--- config.mk ---
export PLATFORM = sky130hd
export DESIGN_NAME = wishbone_uart_tx_slave
export DESIGN_NICKNAME = d
export VERILOG_FILES = /design/src/rtl/wb_uart_pkg.sv /design/src/rtl/uart_tx_serializer.sv /design/src/rtl/wishbone_uart_tx_slave.sv
export SDC_FILE = /design/constraint.sdc
export NUM_CORES = 1
export LEC_CHECK = 0
export BUFFER_PORTS_ARGS = -buffer_cell sky130_fd_sc_hd__buf_4
export CAP_MARGIN = 0
export CORE_MARGIN = 2
export CORE_UTILIZATION = 46
export CTS_BUF_LIST = sky130_fd_sc_hd__clkbuf_16
export DETAILED_ROUTE_END_ITERATION = 12
export PLACE_DENSITY_LB_ADDON = 0.12
export SLEW_MARGIN = 0
export SYNTH_ARGS = -nofsm -noshare
export SYNTH_HDL_FRONTEND = slang
export SYNTH_SLANG_ARGS = --single-unit
--- constraint.sdc ---
create_clock -name clk_i -period 2.35 [get_ports clk_i]
set_input_delay 0.1175 -clock clk_i [delete_from_list [all_inputs] [get_ports clk_i]]
set_output_delay 0.1175 -clock clk_i [all_outputs]
set_load 0.01 [all_outputs]
--- src/rtl/wb_uart_pkg.sv ---
`default_nettype none
// ============================================================================
// Module : wb_uart_pkg
// Brief  : Shared register map, STATUS bit positions and FSM encodings for the
//          Wishbone UART slaves.
// Rev    : 1.0
// ============================================================================
package wb_uart_pkg;

    localparam logic [31:0] REG_DATA   = 32'h0000_0000;
    localparam logic [31:0] REG_STATUS = 32'h0000_0004;

    localparam int unsigned STAT_BUSY      = 0;
    localparam int unsigned STAT_EMPTY     = 1;
    localparam int unsigned STAT_FULL      = 2;
    localparam int unsigned STAT_OVERFLOW  = 3;
    localparam int unsigned STAT_LEVEL_LSB = 4;
    localparam int unsigned STAT_LEVEL_W   = 4;

    typedef enum logic [0:0] {
        BUS_IDLE = 1'b0,
        BUS_ACK  = 1'b1
    } bus_state_t;

    typedef enum logic [2:0] {
        TX_IDLE   = 3'd0,
        TX_START  = 3'd1,
        TX_DATA   = 3'd2,
        TX_PARITY = 3'd3,
        TX_STOP   = 3'd4
    } tx_state_t;

endpackage
`default_nettype wire

--- src/rtl/uart_tx_serializer.sv ---
`default_nettype none
// ============================================================================
// Module : uart_tx_serializer
// Brief  : Baud counter, TX FSM and shifter; valid/ready byte in, serial out.
//          UART_TX_PARITY_EN adds an even-parity bit between data and stop.
// Rev    : 1.0
// ============================================================================
module uart_tx_serializer
    import wb_uart_pkg::*;
#(
    parameter int unsigned BAUD_DIV = 234
) (
    input  logic       clk_i,
    input  logic       rst_i,
    input  logic       in_valid,
    output logic       in_ready,
    input  logic [7:0] in_data,
    output logic       uart_tx_o,
    output logic       busy
);

    localparam int unsigned        C_CNT_W     = (BAUD_DIV > 1) ? $clog2(BAUD_DIV) : 1;
    localparam logic [C_CNT_W-1:0] C_BAUD_LAST = C_CNT_W'(BAUD_DIV - 1);

    tx_state_t          r_state;
    logic [C_CNT_W-1:0] r_baud;
    logic [2:0]         r_bit;
    logic [7:0]         r_shift;
    logic               r_tx;
`ifdef UART_TX_PARITY_EN
    logic               r_parity;
`endif
    logic               w_baud_end;

    assign w_baud_end = (r_baud == C_BAUD_LAST);
    // Accepting at the last STOP cycle lets the next START follow with no idle gap.
    assign in_ready   = (r_state == TX_IDLE) || ((r_state == TX_STOP) && w_baud_end);
    assign uart_tx_o  = r_tx;
    assign busy       = (r_state != TX_IDLE);

    always_ff @(posedge clk_i) begin
        if (!rst_i) begin
            r_state  <= TX_IDLE;
            r_baud   <= '0;
            r_bit    <= '0;
            r_shift  <= '0;
            r_tx     <= 1'b1;
`ifdef UART_TX_PARITY_EN
            r_parity <= 1'b0;
`endif
        end else begin
            r_baud <= w_baud_end ? '0 : r_baud + 1'b1;
            case (r_state)
                TX_IDLE: begin
                    r_baud <= '0;
                    if (in_valid) begin
                        r_shift  <= in_data;
`ifdef UART_TX_PARITY_EN
                        r_parity <= ^in_data;
`endif
                        r_tx     <= 1'b0;
                        r_state  <= TX_START;
                    end
                end
                TX_START: begin
                    if (w_baud_end) begin
                        r_tx    <= r_shift[0];
                        r_shift <= {1'b0, r_shift[7:1]};
                        r_bit   <= '0;
                        r_state <= TX_DATA;
                    end
                end
                TX_DATA: begin
                    if (w_baud_end) begin
                        if (r_bit == 3'd7) begin
`ifdef UART_TX_PARITY_EN
                            r_tx    <= r_parity;
                            r_state <= TX_PARITY;
`else
                            r_tx    <= 1'b1;
                            r_state <= TX_STOP;
`endif
                        end else begin
                            r_tx    <= r_shift[0];
                            r_shift <= {1'b0, r_shift[7:1]};
                            r_bit   <= r_bit + 3'd1;
                        end
                    end
                end
`ifdef UART_TX_PARITY_EN
                TX_PARITY: begin
                    if (w_baud_end) begin
                        r_tx    <= 1'b1;
                        r_state <= TX_STOP;
                    end
                end
`endif
                TX_STOP: begin
                    if (w_baud_end) begin
                        if (in_valid) begin
                            r_shift  <= in_data;
`ifdef UART_TX_PARITY_EN
                            r_parity <= ^in_data;
`endif
                            r_tx     <= 1'b0;
                            r_state  <= TX_START;
                        end else begin
                            r_tx     <= 1'b1;
                            r_state  <= TX_IDLE;
                        end
                    end
                end
                default: begin
                    r_tx    <= 1'b1;
                    r_state <= TX_IDLE;
                end
            endcase
        end
    end

endmodule
`default_nettype wire

--- src/rtl/wishbone_uart_tx_slave.sv ---
`default_nettype none
// ============================================================================
// Module : wishbone_uart_tx_slave
// Brief  : Wishbone classic slave: byte FIFO feeding an 8N1 UART transmitter.
//          Define UART_TX_PARITY_EN for an 8E1 frame.
// Rev    : 1.0
// ============================================================================
module wishbone_uart_tx_slave
    import wb_uart_pkg::*;
#(
    parameter int unsigned CLK_FREQ_HZ = 27000000,
    parameter int unsigned BAUD_RATE   = 115200,
    parameter int unsigned FIFO_DEPTH  = 4
) (
    input  logic        clk_i,
    input  logic        rst_i,
    input  logic [31:0] addr_i,
    input  logic        we_i,
    input  logic [31:0] data_i,
    input  logic        cyc_i,
    input  logic        stb_i,
    output logic [31:0] data_o,
    output logic        ack_o,
    output logic        uart_tx_o,
    output logic        tx_busy_o
);

    localparam int unsigned    BAUD_DIV = CLK_FREQ_HZ / BAUD_RATE;
    localparam int unsigned    C_AW     = $clog2(FIFO_DEPTH);
    localparam int unsigned    C_PW     = C_AW + 1;
    localparam logic [C_AW:0]  C_DEPTH  = C_PW'(FIFO_DEPTH);

    logic [7:0]    r_mem [FIFO_DEPTH];
    logic [C_AW:0] r_wr_ptr;
    logic [C_AW:0] r_rd_ptr;
    bus_state_t    r_bus_state;
    logic          r_ack;
    logic [31:0]   r_data;
    logic          r_overflow;
    logic          r_busy;

    logic [C_AW:0] w_level;
    logic          w_empty;
    logic          w_full;
    logic          w_req;
    logic          w_is_status;
    logic          w_push;
    logic          w_push_ok;
    logic          w_pop;
    logic          w_ser_ready;
    logic          w_ser_busy;
    logic [31:0]   w_status;
    logic          w_unused;

    assign w_unused    = ^{addr_i[31:3], addr_i[1:0], data_i[31:8]};
    assign w_req       = cyc_i & stb_i;
    assign w_is_status = (addr_i[2] == REG_STATUS[2]);
    assign w_level     = r_wr_ptr - r_rd_ptr;
    assign w_empty     = (w_level == '0);
    assign w_full      = (w_level == C_DEPTH);
    assign w_pop       = w_ser_ready & ~w_empty;
    assign w_push      = (r_bus_state == BUS_IDLE) & w_req & we_i & ~w_is_status;
    // A pop in the same cycle frees the slot a full-FIFO push lands in.
    assign w_push_ok   = w_push & (~w_full | w_pop);

    assign data_o    = r_data;
    assign ack_o     = r_ack;
    assign tx_busy_o = r_busy;

    always_comb begin
        w_status                                  = '0;
        w_status[STAT_LEVEL_LSB +: STAT_LEVEL_W]  = STAT_LEVEL_W'(w_level);
        w_status[STAT_OVERFLOW]                   = r_overflow;
        w_status[STAT_FULL]                       = w_full;
        w_status[STAT_EMPTY]                      = w_empty;
        w_status[STAT_BUSY]                       = r_busy;
    end

    always_ff @(posedge clk_i) begin
        if (w_push_ok) begin
            r_mem[r_wr_ptr[C_AW-1:0]] <= data_i[7:0];
        end
    end

    always_ff @(posedge clk_i) begin
        if (!rst_i) begin
            r_wr_ptr    <= '0;
            r_rd_ptr    <= '0;
            r_bus_state <= BUS_IDLE;
            r_ack       <= 1'b0;
            r_data      <= '0;
            r_overflow  <= 1'b0;
            r_busy      <= 1'b0;
        end else begin
            if (w_push_ok) r_wr_ptr <= r_wr_ptr + 1'b1;
            if (w_pop)     r_rd_ptr <= r_rd_ptr + 1'b1;
            r_busy <= ~w_empty | w_ser_busy;
            case (r_bus_state)
                BUS_IDLE: begin
                    if (w_req) begin
                        r_bus_state <= BUS_ACK;
                        r_ack       <= 1'b1;
                        r_data      <= (!we_i && w_is_status) ? w_status : '0;
                        if (w_push && !w_push_ok) r_overflow <= 1'b1;
                        if (!we_i && w_is_status) r_overflow <= 1'b0;
                    end
                end
                BUS_ACK: begin
                    if (!w_req) begin
                        r_bus_state <= BUS_IDLE;
                        r_ack       <= 1'b0;
                        r_data      <= '0;
                    end
                end
                default: begin
                    r_bus_state <= BUS_IDLE;
                    r_ack       <= 1'b0;
                    r_data      <= '0;
                end
            endcase
        end
    end

    uart_tx_serializer #(
        .BAUD_DIV (BAUD_DIV)
    ) u_serializer (
        .clk_i     (clk_i),
        .rst_i     (rst_i),
        .in_valid  (~w_empty),
        .in_ready  (w_ser_ready),
        .in_data   (r_mem[r_rd_ptr[C_AW-1:0]]),
        .uart_tx_o (uart_tx_o),
        .busy      (w_ser_busy)
    );

endmodule
`default_nettype wire

==> summary.md, run 1 <==
| Metric | Value |
|---|---|
| Worst min-delay path class | input pin to register |
| Num CTS Buffers | 9 |
| Total Power | about 4 mW |
| Number of synthesized register bits | 74 |
| Final hold viol count | 0 |
| RSZ-0062 raised after global routing | yes |
| Core area | between 7000 and 8000 sq um |
| Total track usage | between 10% and 20% |
| Worst-path fanout max | 8 |
| Pwr Density | 1010 nW/um^2 |
| Sequential area share after synthesis | between 50% and 60% |
| DIE WIDTH | 90.1 um |
| Syn Area/Cell | 11.3 sq um |
| Routed WL | a little under 6000 um |
| Final GP Congestion | roughly 0.8 |
| H-tree level count | 3 |
| Row Count | 31 |
| Post-Synthesis Cells | 302 |
| Nets@finish | 427 |
| Met1 GRT Util | slightly above 20% |
| Share of layout cells above drive strength 1 | between 20% and 30% |
| DP HPWL | approximately 4000 um |
| Post-Syn Area | between 3000 and 4000 sq um |
| Peak VDD IR | between 0.0004 and 0.0005 V |
| P&R area growth vs syn | 19.7% |
| Largest area contributor in the netlist | edfxtp_1 |
| Slew HR | 63.6% |
| Max-cap violations | 0 |
| Initial DRC count | about 100 |
| Max Clk Rate | 456 MHz |
| Die extent in y | around 90 um |
| Crit path DAT | 2400 ps |
| Synth cell types | between 40 and 50 |
| Die area | between 8000 and 9000 sq um |
| Most frequent cells in the layout | dfxtp_1 (42), buf_4 (38), nand2_1 (35) |
| Pre-CTS WS | between 40 and 50 ps |
| Setup-failing EPs final | 0 |
| Worst Hold Launch | stb_i |
| Top cell type's share of synthesized area | about 28% |
| Status | completed |
| Clk buf depth | 2 |
| TNS Setup | 0 ps |
| Routed len/inst | 13.2 um |
| CP endpoint kind | register |
| CP Launch Type | register |
| Warnings from Yosys | 0 |
| Via count | 2,169 |
| Worst skew pair latency | approximately 330 ps |
| Largest net degree at the start of global routing | 26 |
| Initial Util | 47.3% |
| Fin cells | 450 |
| IO Pins | 104 |
| Period utilisation layout | roughly 93% |
| CP Class | register to register |
| Met3 usage | under 10% |
| Sink Count | 74 |
| Leading cell type in the layout, fill and taps excluded | dfxtp_1 |
| RR Startpoint | r_wr_ptr[0] |
| Via-to-Cell Ratio | just under 5 |
| Cells after DPL | approximately 430 |
| WP data required | 2560 ps |
| Worst clock skew | 5.84 ps |
| Leakage | between 1.5 and 2 nW |
| GRT overflow | 0 |
| Fillers | between 600 and 700 |
| Top cells by area, synth | edfxtp_1 (28%), dfxtp_1 (25%), buf_4 (5.7%) |
| Met2 usage | between 20% and 30% |
| Vias in the first global route | roughly 2,100 |
| Initial antenna violation count | 0 |
| Drt first pass iters | 6 |
| Drc violations | 0 |
| Setup crit start | r_wr_ptr[0] |
| Slew at the pin closest to its max-slew limit | between 500 and 600 ps |
| Inserted Diodes | 0 |
| Buffers added on ports | 23 |
| Antenna-violating nets left | 0 |
| Global-route wire length before repair | 10,000 um |
| Clock Tree Root | clkbuf_16 |
| Busiest grt layer | met2 |
| Minimum clock period | roughly 2200 ps |
| Worst setup margin | between 150 and 200 ps |
| Max Slew Vio Count | 0 |
| Clock Pin Slew Worst Setup and Hold Paths | approximately 60 ps |
| CTS tree | done |
==> per-stage QoR <==
stage | instance area (sq um) | utilization [%] | hold slack, ps
floorplan | 3500 | - | 216
detailed placement | 3670 | 50.9 | 321
CTS | 4050 | 56.2 | 62.2
global placement | 3670 | 50.9 | 320
finish | 4080 | 56.6 | 60.6
global route | 4080 | 56.6 | 121
==> layer usage <==
metal / vias up / wire length [um] / share of wire (%)
met5: - / 0 / 0
met4: 0 / 38 / 0.64
met3: 2 / 201 / 3.4
met2: 42 / 2820 / 48
met1: 1034 / 2880 / 48
li1: 1091 / - / -
==> cell usage after synthesis, drive strengths merged <==
cell	number
a2111oi	1
or3b	1
buf	30
a41oi	1
xor3	1
conb	1
and2	3
and3b	1
xnor2	1
a21o	1
fa	1
clkbuf	8
o21ai	4
nand2b	6
dfxtp	42
nor3	6
or3	2
inv	11
a21oi	10
or4b	1
nand3b	1
nor2	29
a21boi	2
o311ai	1
xor2	6
nand2	35
mux4	8
nor3b	1
mux2	7
ha	11
mux2i	11
o22ai	1
a211oi	1
nand4	3
and3	2
nor2b	2
a22oi	5
a31oi	2
edfxtp	32
nand4bb	1
nand3	9
==> state kept, by name (all words and copies together), names as in the netlist, 3 cells and up, named ones only <==
signal	cells
data_o	7
u_serializer.r_shift	8
r_rd_ptr	3
u_serializer.r_baud	8
r_mem	32
u_serializer.r_bit	3
u_serializer.r_state	3
r_wr_ptr	3
==> power by group <==
group	total (mW)	internal, mW	switching (mW)
clock network	1.36	0.828	0.533
logic	1.16	0.620	0.536
registers	1.59	1.47	0.116
==> worst max-delay path, stage by stage, from the launching register on <==
cell and delay (ps):
dfxtp_1 310, inv_1 70, ha_1 140, inv_1 40, fa_1 360, xor3_2 270
buf_4 180, a21boi_4 150, nand2_1 60, and3_1 220, buf_12 150, mux2i_1 120
==> cell type report <==
cell class	count	area, sq um	share of cell area [%]
clock buffers	9	225	5.52
clock inverters	7	77.6	1.90
inverters	11	41.3	1.01
multi-input cells	203	1430	34.9
flip-flops and latches	74	1800	44.2
well taps	99	124	3.04
repair buffers	47	385	9.44
==> repair_timing <==
action / 4_1_cts / 5_1_grt
buffers inserted: 0 / 1
hold buffers: 8 / 0
gates resized for setup: 0 / 6
hold endpoints to repair: 31 / 0
setup endpoints to repair: 0 / 34
==> cell families (layout without fill, tap and decap cells) <==
kind of cell               after synthesis  after routing  synth area share (%)
adders and majority gates               12             12                  4.62
xor gates and xnor gates                 8              8                  2.53
buffers and inverters                   49             74                  8.55
AOI/OAI and AO/OA                       29             29                  6.24
DFF                                     74             74                  52.8
and+or+nand+nor                        103            103                  14.3
other                                    1             25                 0.110
muxes                                   26             26                  10.8
==> worst paths after layout <==
path                                                end  slack [ps]  depth (start not counted)
worst max register to register  u_serializer.r_shift[4]         160                         11
worst min-delay path                        r_bus_state          60                          3
worst min register to register    u_serializer.r_bit[1]         460                          2
worst max-delay path            u_serializer.r_shift[4]         160                         11
No activity file was read; power rests on OpenSTA's default activity.
==> inputs of run 2 (changes only) <==
==> constraint.sdc (replaced) <==
create_clock -name clk_i -period 2.35 [get_ports clk_i]
set_input_delay 0.47 -clock clk_i [delete_from_list [all_inputs] [get_ports clk_i]]
set_output_delay 0.47 -clock clk_i [all_outputs]
set_load 0.01 [all_outputs]
==> run 2 against run 1 <==
Clock power is 11% lower; via count is 1.8% lower; die area stayed put; design area is 3.6% lower; critical path depth stayed put; total power is 5.8% lower; clock skew is 0.57 ps higher; largest cell class unchanged; largest power group unchanged.
==> summary.md, run 2 (synthesis results as in run 1) <==
| Metric | Value |
|---|---|
| Delay of the slowest critical-path stage | 360 ps |
| Routed WL | 5730 um |
| WP data required | 2560 ps |
| Worst Hold Launch | data_i[1] |
| Leakage | between 1.5 and 2 nW |
| Row Count | 31 |
| Final instance area | just under 4000 sq um |
| Placed cell area | around 3700 sq um |
| Vias in the first global route | 2,100 |
| RR Startpoint | r_wr_ptr[0] |
| RR Endpoint | u_serializer.r_shift[2] |
| Setup Buffers After CTS | 0 |
| Worst skew pair latency | about 320 ps |
| Routed len/inst | 13.0 um |
| Clock Tree Root | clkbuf_16 |
| Via-to-Cell Ratio | 4.84 |
| RSZ-0062 raised after global routing | no |
| Max Slew Vio Count | 0 |
| Max-cap violations | 0 |
| Inserted Diodes | 0 |
| Max Clk Rate | 456 MHz |
| Met1 GRT Util | between 10% and 20% |
| Met2 usage | between 20% and 30% |
| Worst-path fanout max | 8 |
| IO Pins | between 100 and 150 |
| Initial DRC count | 91 |
| Worst Hold End | r_mem[2][1] |
| TNS Setup | 0 ps |
| Slew at the pin closest to its max-slew limit | between 500 and 600 ps |
| Antenna-violating nets left | 0 |
| Drt first pass iters | 4 |
| Share of layout cells above drive strength 1 | roughly 23% |
| Die extent in y | approximately 90 um |
| Global-route wire length before repair | a little under 10,000 um |
| Cts hold-fix bufs | 0 |
| Pwr Density | between 900 and 1000 nW/um^2 |
| Most used cell, CP | inv_1 |
| GRT overflow | 0 |
| Peak VDD IR | between 0.0004 and 0.0005 V |
| Worst min-delay path class | input pin to register |
| Pre-CTS WS | 2.59 ps |
| Register area | between 1500 and 2000 sq um |
| Hold path cells | 1 |
| Drc violations | 0 |
| Critical Path, Cell by Cell | inv_1 > ha_1 > inv_1 > fa_1 > xor3_2 > buf_4 > a21boi_2 > nand2_1 > and3_1 > buf_12 > mux2i_1 |
| CP Launch Type | register |
| Nets@finish | ~420 |
| Initial Util | 47.3% |
| CTS tree | done |
| Final hold viol count | 0 |
| Via count | roughly 2,100 |
| Num CTS Buffers | 9 |
| Hold slack | 345 ps |
| Internal reg-to-reg setup slack | between 150 and 200 ps |
| DP HPWL | a little under 4000 um |
| Fillers | 654 |
| Status | completed |
| Crit-path slowest cell | fa_1 |
| Initial antenna violation count | 0 |
| Die area | 8120 sq um |
| H-tree level count | 3 |
| Worst clock skew | about 6.4 ps |
| Most frequent cells in the layout | dfxtp_1 (42), buf_4 (36), nand2_1 (35) |
| Slew HR | roughly 65% |
| Total track usage | 15.4% |
| CP Class | register to register |
| Met3 usage | between 4 and 5% |
| Max FFs per register | 32 |
| Depth of the most critical reg-to-reg path | 11 |
| Clk buf depth | 2 |
| Setup crit start | r_wr_ptr[0] |
| Final GP Congestion | 0.784 |
| Largest net degree at the start of global routing | 26 |
| Total Power | approximately 3.9 mW |
| Setup-failing EPs final | 0 |
| DIE WIDTH | around 90 um |
| Sink Count | between 70 and 80 |
| CP endpoint kind | register |
| Clock Pin Slew Worst Setup and Hold Paths | approximately 60 ps |
| Core area | 7210 sq um |
| Buffers added on ports | 23 |
| Period utilisation layout | about 93% |
| Worst setup margin | between 150 and 200 ps |
| Busiest grt layer | met2 |
| Leading cell type in the layout, fill and taps excluded | dfxtp_1 |
| P&R area growth vs syn | 15.4% |
| Footprint of the multi-input gates | about 1400 sq um |
| Minimum clock period | 2190 ps |
| Crit path DAT | around 2400 ps |
## run 2: cell count changes in the layout (fill, tap and decap cells not counted), sizes merged
cell         delta
bufinv          -1
clkinv          -2
buf             -2
dlygate4sd3     -8
inv             +3
## run 2: where the power goes
group          switching (mW)  internal [mW]
sequential              0.115           1.47
clock                   0.503          0.702
combinational           0.506          0.567
total                    1.12           2.74
## run 2: how the worst max path moves through the flow
stage          slack (ps)  depth (start not counted)                 endpoint
3_5_place_dp            3                          8              r_mem[0][4]
6_report              160                         11  u_serializer.r_shift[2]
4_1_cts                40                          8              r_mem[0][4]
5_1_grt                20                         11  u_serializer.r_shift[1]
3_3_place_gp           30                          8              r_mem[0][4]
2_1_floorplan          60                          8              r_mem[0][0]
## run 2: stage by stage
step,std cells,utilization (%)
global placement,424,50.8
floorplan,326,-
detailed placement,424,50.8
finish,440,54.5
global route,440,54.5
CTS,440,54.5
## run 2: critical path: cells and delay by family, from the launching register on
| kind | cells | cell delay (ps) |
|---|---|---|
| AOI/OAI and AO/OA | 1 | 140 |
| xor gates and xnor gates | 1 | 270 |
| adders and majority gates | 2 | 510 |
| buffers and inverters | 4 | 450 |
| DFF | 1 | 310 |
| muxes | 1 | 110 |
| and+or+nand+nor | 2 | 280 |
## run 2: final cells by class
class / instances / area share [%]
clock buffer: 9 / 5.73
tap: 99 / 3.15
sequential: 74 / 45.8
timing repair buffer: 37 / 7.38
inverter: 11 / 1.05
multi-input combinational: 203 / 36.0
clock inverter: 7 / 0.922
## run 2: what timing repair did
item / CTS / global route
gates resized for setup: 3 / 3
setup endpoints to repair: 20 / 42
pin swaps: 0 / 1
## run 2: metal layers
metal,part of all wire (%),up-vias
met5,0,-
met4,1.1,0
met3,3.8,5
met2,47,48
met1,48,1003
li1,-,1075
